==> src/rtl/stream_arb2.sv <==
// Two-requester round-robin stream arbiter with a registered output stage.
// Define STREAM_ARB2_PKT_LOCK_EN to hold the grant until a packet's Last beat.
module stream_arb2 #(
  parameter int WIDTH = 16
) (
  input  logic             Clk_CI,
  input  logic             Rst_RBI,
  input  logic             In0_Valid_SI,
  input  logic [WIDTH-1:0] In0_Data_DI,
`ifdef STREAM_ARB2_PKT_LOCK_EN
  input  logic             In0_Last_SI,
`endif
  output logic             In0_Ready_SO,
  input  logic             In1_Valid_SI,
  input  logic [WIDTH-1:0] In1_Data_DI,
`ifdef STREAM_ARB2_PKT_LOCK_EN
  input  logic             In1_Last_SI,
`endif
  output logic             In1_Ready_SO,
  output logic             Out_Valid_DO,
  output logic [WIDTH-1:0] Out_Data_DO,
  output logic             Out_Src_SO,
  input  logic             Out_Ready_DI
);

  logic             out_valid_q, out_valid_d;
  logic [WIDTH-1:0] out_data_q, out_data_d;
  logic             out_src_q, out_src_d;
  logic             prio_q, prio_d;

  logic             in_valid [2];
  logic [WIDTH-1:0] in_data [2];
  logic             load;
  logic             grant_vld;
  logic             grant_sel;
  logic             accept;
  logic             accept_last;
  logic [WIDTH-1:0] mux_data;

  assign in_valid[0] = In0_Valid_SI;
  assign in_valid[1] = In1_Valid_SI;
  assign in_data[0]  = In0_Data_DI;
  assign in_data[1]  = In1_Data_DI;

  assign load     = ~out_valid_q | Out_Ready_DI;
  assign mux_data = in_data[grant_sel];

  // Readies are masked during reset so no producer sees a false handshake.
  assign In0_Ready_SO = Rst_RBI & load & grant_vld & (grant_sel == 1'b0);
  assign In1_Ready_SO = Rst_RBI & load & grant_vld & (grant_sel == 1'b1);
  assign accept       = Rst_RBI & load & grant_vld & in_valid[grant_sel];

`ifdef STREAM_ARB2_PKT_LOCK_EN
  typedef enum logic [1:0] {
    IDLE  = 2'd0,
    LOCK0 = 2'd1,
    LOCK1 = 2'd2
  } lock_state_e;

  lock_state_e state_q, state_d;
  logic        in_last [2];

  assign in_last[0]  = In0_Last_SI;
  assign in_last[1]  = In1_Last_SI;
  assign accept_last = in_last[grant_sel];

  // While locked the owner keeps the grant even without valid; the other side stalls.
  always_comb begin
    grant_vld = 1'b0;
    grant_sel = 1'b0;
    case (state_q)
      LOCK0: begin
        grant_vld = 1'b1;
        grant_sel = 1'b0;
      end
      LOCK1: begin
        grant_vld = 1'b1;
        grant_sel = 1'b1;
      end
      default: begin
        if (in_valid[0] && in_valid[1]) begin
          grant_vld = 1'b1;
          grant_sel = prio_q;
        end else if (in_valid[0] || in_valid[1]) begin
          grant_vld = 1'b1;
          grant_sel = in_valid[1];
        end
      end
    endcase
  end

  always_comb begin
    state_d = state_q;
    if (accept) begin
      if (accept_last) begin
        state_d = IDLE;
      end else begin
        state_d = grant_sel ? LOCK1 : LOCK0;
      end
    end
  end

  always_ff @(posedge Clk_CI) begin
    if (!Rst_RBI) begin
      state_q <= IDLE;
    end else begin
      state_q <= state_d;
    end
  end
`else
  assign accept_last = 1'b1;

  always_comb begin
    grant_vld = 1'b0;
    grant_sel = 1'b0;
    if (in_valid[0] && in_valid[1]) begin
      grant_vld = 1'b1;
      grant_sel = prio_q;
    end else if (in_valid[0] || in_valid[1]) begin
      grant_vld = 1'b1;
      grant_sel = in_valid[1];
    end
  end
`endif

  // Priority moves away from the winner only when its beat (or packet) completes.
  always_comb begin
    prio_d      = prio_q;
    out_valid_d = out_valid_q;
    out_data_d  = out_data_q;
    out_src_d   = out_src_q;
    if (accept && accept_last) begin
      prio_d = ~grant_sel;
    end
    if (load) begin
      out_valid_d = accept;
      if (accept) begin
        out_data_d = mux_data;
        out_src_d  = grant_sel;
      end
    end
  end

  always_ff @(posedge Clk_CI) begin
    if (!Rst_RBI) begin
      out_valid_q <= 1'b0;
      out_data_q  <= '0;
      out_src_q   <= 1'b0;
      prio_q      <= 1'b0;
    end else begin
      out_valid_q <= out_valid_d;
      out_data_q  <= out_data_d;
      out_src_q   <= out_src_d;
      prio_q      <= prio_d;
    end
  end

  assign Out_Valid_DO = out_valid_q;
  assign Out_Data_DO  = out_data_q;
  assign Out_Src_SO   = out_src_q;

endmodule

==> config.mk <==
export PLATFORM = sky130hd
export DESIGN_NAME = stream_arb2
export DESIGN_NICKNAME = d
export VERILOG_FILES = /design/src/rtl/stream_arb2.sv
export SDC_FILE = /design/constraint.sdc
export NUM_CORES = 1
export LEC_CHECK = 0
export ABC_AREA = 1
export CAP_MARGIN = 20
export CELL_PAD_IN_SITES_DETAIL_PLACEMENT = 1
export CELL_PAD_IN_SITES_GLOBAL_PLACEMENT = 1
export CORE_ASPECT_RATIO = 0.6
export CORE_MARGIN = 1.5
export CORE_UTILIZATION = 25
export DETAILED_ROUTE_END_ITERATION = 12
export PLACE_DENSITY = 0.79
export SETUP_SLACK_MARGIN = 0.4
export SLEW_MARGIN = 30
export SYNTH_ARGS = -nofsm -noshare
export SYNTH_HDL_FRONTEND = slang
export SYNTH_SLANG_ARGS = --single-unit
==> constraint.sdc <==
create_clock -name Clk_CI -period 1.48 [get_ports Clk_CI]
set_input_delay 0.296 -clock Clk_CI [delete_from_list [all_inputs] [get_ports Clk_CI]]
set_output_delay 0.296 -clock Clk_CI [all_outputs]
set_load 0.03 [all_outputs]
* Yosys cells after proc, flatten, opt, wreduce, memory -nomap -nowiden
Cells that the tools add are included.
Storage, ports and cells: register bits 19, bits in latches 0, memory bits (writable) 0, memory bits (read-only) 0, input port bits 37, output and inout bits 20, word-level logic and storage cells 27, memories kept 0
Cells by class: $add $sub $neg 0, $mul 0, div/mod/pow operators 0, magnitude comparators 1, eq/ne operators 0, shift operators 0, multiplexer cells 10, bitwise logic cells 9, reduce and logical (&&, ||, !) cells 3
Operator list (number):
- 16-bit 2-to-1 mux | 3
- 1-bit 2-to-1 mux | 7
- 1-bit bitwise AND | 5
- 2-bit greater-or-equal comparator, second input constant | 1
- 1-bit NOT | 2
- 1-bit NOT with 2-bit output | 1
- 2-bit AND reduction | 1
- 1-bit logical AND | 1
- 1-bit logical OR | 1
- 1-bit bitwise OR | 1

* Logic depth before layout (Yosys ltp)
depth in word-level cells 9, depth in mapped cells 8

* Worst setup path after synthesis
OpenSTA, ideal clock, no wires.
kind flip-flop to output port, start point register prio_q, end point output In1_Ready_SO, arrival time 1.146 ns, required time 1.184 ns, setup slack 0.038 ns, cell stages (with the launch flop) 6, path through dfxtp_1 -> inv_1 -> nand2_2 -> nand2_4 -> buf_6 -> nor2_1
Between the ends: cells in the longest elaborated chain, start to end 2
RTL lines:
- start, declared | RTL line 29 | logic prio_q, prio_d;
- start signal, assigned | RTL line 154 | prio_q <= prio_d;
- 1-bit 2-to-1 mux | RTL line 116 | if (in_valid[0] && in_valid[1]) begin
- 1-bit bitwise AND | RTL line 50 | assign In1_Ready_SO = Rst_RBI & load & grant_vld & (grant_sel == 1'b1);
- end, declared | RTL line 19 | output logic In1_Ready_SO,
Every way passes these cells.

* Worst setup path after layout
start point register prio_q, end point output In0_Ready_SO
Between the ends: cells in the longest elaborated chain, start to end 3
RTL lines:
- 1-bit 2-to-1 mux | RTL line 116
- 1-bit NOT | RTL line 49 | assign In0_Ready_SO = Rst_RBI & load & grant_vld & (grant_sel == 1'b0);
- 1-bit bitwise AND | RTL line 49
- end, declared | RTL line 13 | output logic In0_Ready_SO,
Every way passes these cells.

==> reports/results.tsv <==
metric	value	unit
status	finished with violations	
violations	design-rule violations	
startpoint	prio_q$_SDFFE_PN0P_	
crit_type	reg2out	
clock_latency	0.26	ns
timing.final.crit_share	0.962	
yosysTopAreaCell	dfxtp_1	
grt_antenna_before_repair	0	
worst_setup_path_start_kind	flip-flop	
r2r_slack	0.14	ns
io_pins	57	
rsz0062_at_grt	yes	
fin_crit	1.42	ns
dp_slack	-0.181	ns
num_antenna_cells	0	
die_w	85.3	um
area_delta_synth_final	115	%
portBuffers	56	
power.share.switching	0.333	
regToRegStartpoint	prio_q$_SDFFE_PN0P_	
grt_usage	0.208	
slew_headroom	0.792	
end_kind	primary output	
netlist_instances	140	
p_switching	0.534	mW
avgRoutedWirePerCell	17.6	um
viasPerCell	4.76	
netlist_top_cells_count	nand2_1 (59), dfxtp_1 (19), nand3_1 (17)	
final-setup-viol-count	0	
clock-sinks	19	
ys_ff_latch	19	
cts_max_path_buffers	2	
stdcell_area	2180	um2
num_rows	17	
drtPass1Iterations	8	
coreArea	3790	um2
clk_pin_slew_worst_paths	0.07	ns
drive_above_1_share	0.577	
internal_power	1.07	mW
die_h	52.4	um
async_flop_share	0	
cts-root-buf	clkbuf_8	
yosysMostFrequentCell	nand2_1	
cts_hold_buffers	0	
total_power	1.60	mW
vdd_drop_max	341	uV
drt_iter0_drc	36	
nNetsFinal	260	
yosysTopAreaCellShare	0.374	
vias	1281	
grt_pass1_vias	1402	
combPwrFrac	0.409	
cts_buffers	3	
crit_fanout	4	
seq_area	402	um2
drv_slew	0	
drv_cap	0	
yosysSeqAreaShare	0.374	
tightest_slew	0.313	ns
gp_congestion	0.818	
die-area	4470	um2
fillers	430	
syn_nets	177	
synth-main-ff-cell	dfxtp_1	
hold_viol	0	
grt_max_degree	14	
cp.required	1.18	ns
hold_path_startpoint	Out_Data_DO[11]$_SDFFE_PN0P_	
fmax	0.702	GHz
ys_warn_count	0	
p_leak	1.02	nW
drc	5	
cellPowerDensity	736	nW/um2
initial_core_util	0.268	
ys_top_cells_by_area	dfxtp_1 (37%), nand2_1 (22%), nand3_1 (8.4%)	
grt_pass1_wl	6.92	mm
synth_edf_count	0	
multiInputGateArea	752	um2
totalWireLength	4.73	mm
skew	0.00741	ns
syn_avg_cell_area	7.26	um2
place_area	1700	um2
pwr-share-clk	0.231	
cts_tree	yes	
syn_area	1020	um2
cts-htree-levels	1	
overflow	0	
ant_nets	0	
worst_slack	0.0561	ns
arrival	1.13	ns
pwr-share-seq	0.359	
worstHoldPathType	reg2reg	
synth.distinct_cells	17	
fin_hold_ws	0.472	ns
hpwl	2.61	mm
-- metal layers --
metal / track usage / up-vias / routed length [um]
li1: - / 613 / -
met1: 0.221 / 601 / 1830
met2: 0.401 / 57 / 2390
met3: 0.0740 / 10 / 398
met4: 0.0511 / 0 / 106
met5: 0 / - / 0
-- final cells by class --
type / count / area share
clock buffers: 4 / 0.0207
inverters: 4 / 0.00804
multi-input cells: 110 / 0.345
flip-flops and latches: 19 / 0.184
well taps: 47 / 0.0270
repair buffers: 85 / 0.415
-- worst max-delay path: stages, from the launching register on --
cell and delay [ns]:
dfxtp_2 0.33, inv_2 0.07, nand2_2 0.08, nand2_4 0.13, nand2_4 0.07, inv_4 0.05
buf_6 0.12
-- logic make-up after synthesis --
kind of cell,Yosys count,synth area share
AOI/OAI and AO/OA,19,0.123
buffers and inverters,11,0.0825
DFF,19,0.374
and+or+nand+nor,91,0.420
-- state kept, by name, summed over array words and instances, names as in the netlist --
signal	flops
Out_Src_SO	1
Out_Valid_DO	1
prio_q	1
Out_Data_DO	16
-- power by group through the flow --
stage,clock (mW),sequential (mW),combinational (mW)
finish,0.371,0.577,0.657
global route,0.399,0.579,0.695
CTS,0.372,0.569,0.563
detailed placement,0,0.575,0.461
global placement,0,0.574,0.450
floorplan,0,0.632,0.191
-- cell usage in the layout, fill, tap and decap left out, drive strengths merged, types with 3 or more instances in the layout --
master          n
clkbuf          4
clkdlybuf4s50  32
nor2            3
buf            49
dfxtp          19
nand3          17
a21oi          18
nand2          70
inv             3
dlygate4sd2     3
-- through the flow --
step | cells | setup TNS (ns) | util
2_1_floorplan | 140 | 0 | -
3_3_place_gp | 248 | -2.40 | 0.448
3_5_place_dp | 248 | -3.07 | 0.448
4_1_cts | 267 | 0 | 0.522
5_1_grt | 269 | 0 | 0.576
6_report | 269 | 0 | 0.576
-- worst paths after layout --
| path | to | cells past startpoint |
|---|---|---|
| worst max-delay path | In0_Ready_SO | 6 |
| worst min-delay path | Out_Data_DO[11]$_SDFFE_PN0P_ | 2 |
| worst max register to register | Out_Data_DO[14]$_SDFFE_PN0P_ | 8 |
| worst min register to register | Out_Data_DO[11]$_SDFFE_PN0P_ | 2 |
-- timing repair --
item                                    4_1_cts  5_1_grt
gates resized for setup                     145       58
pin swaps                                     8       24
endpoints found under the setup margin       39       32
gates cloned                                  2        0
buffers inserted                             13        2
(Power assumes the default switching activity.)
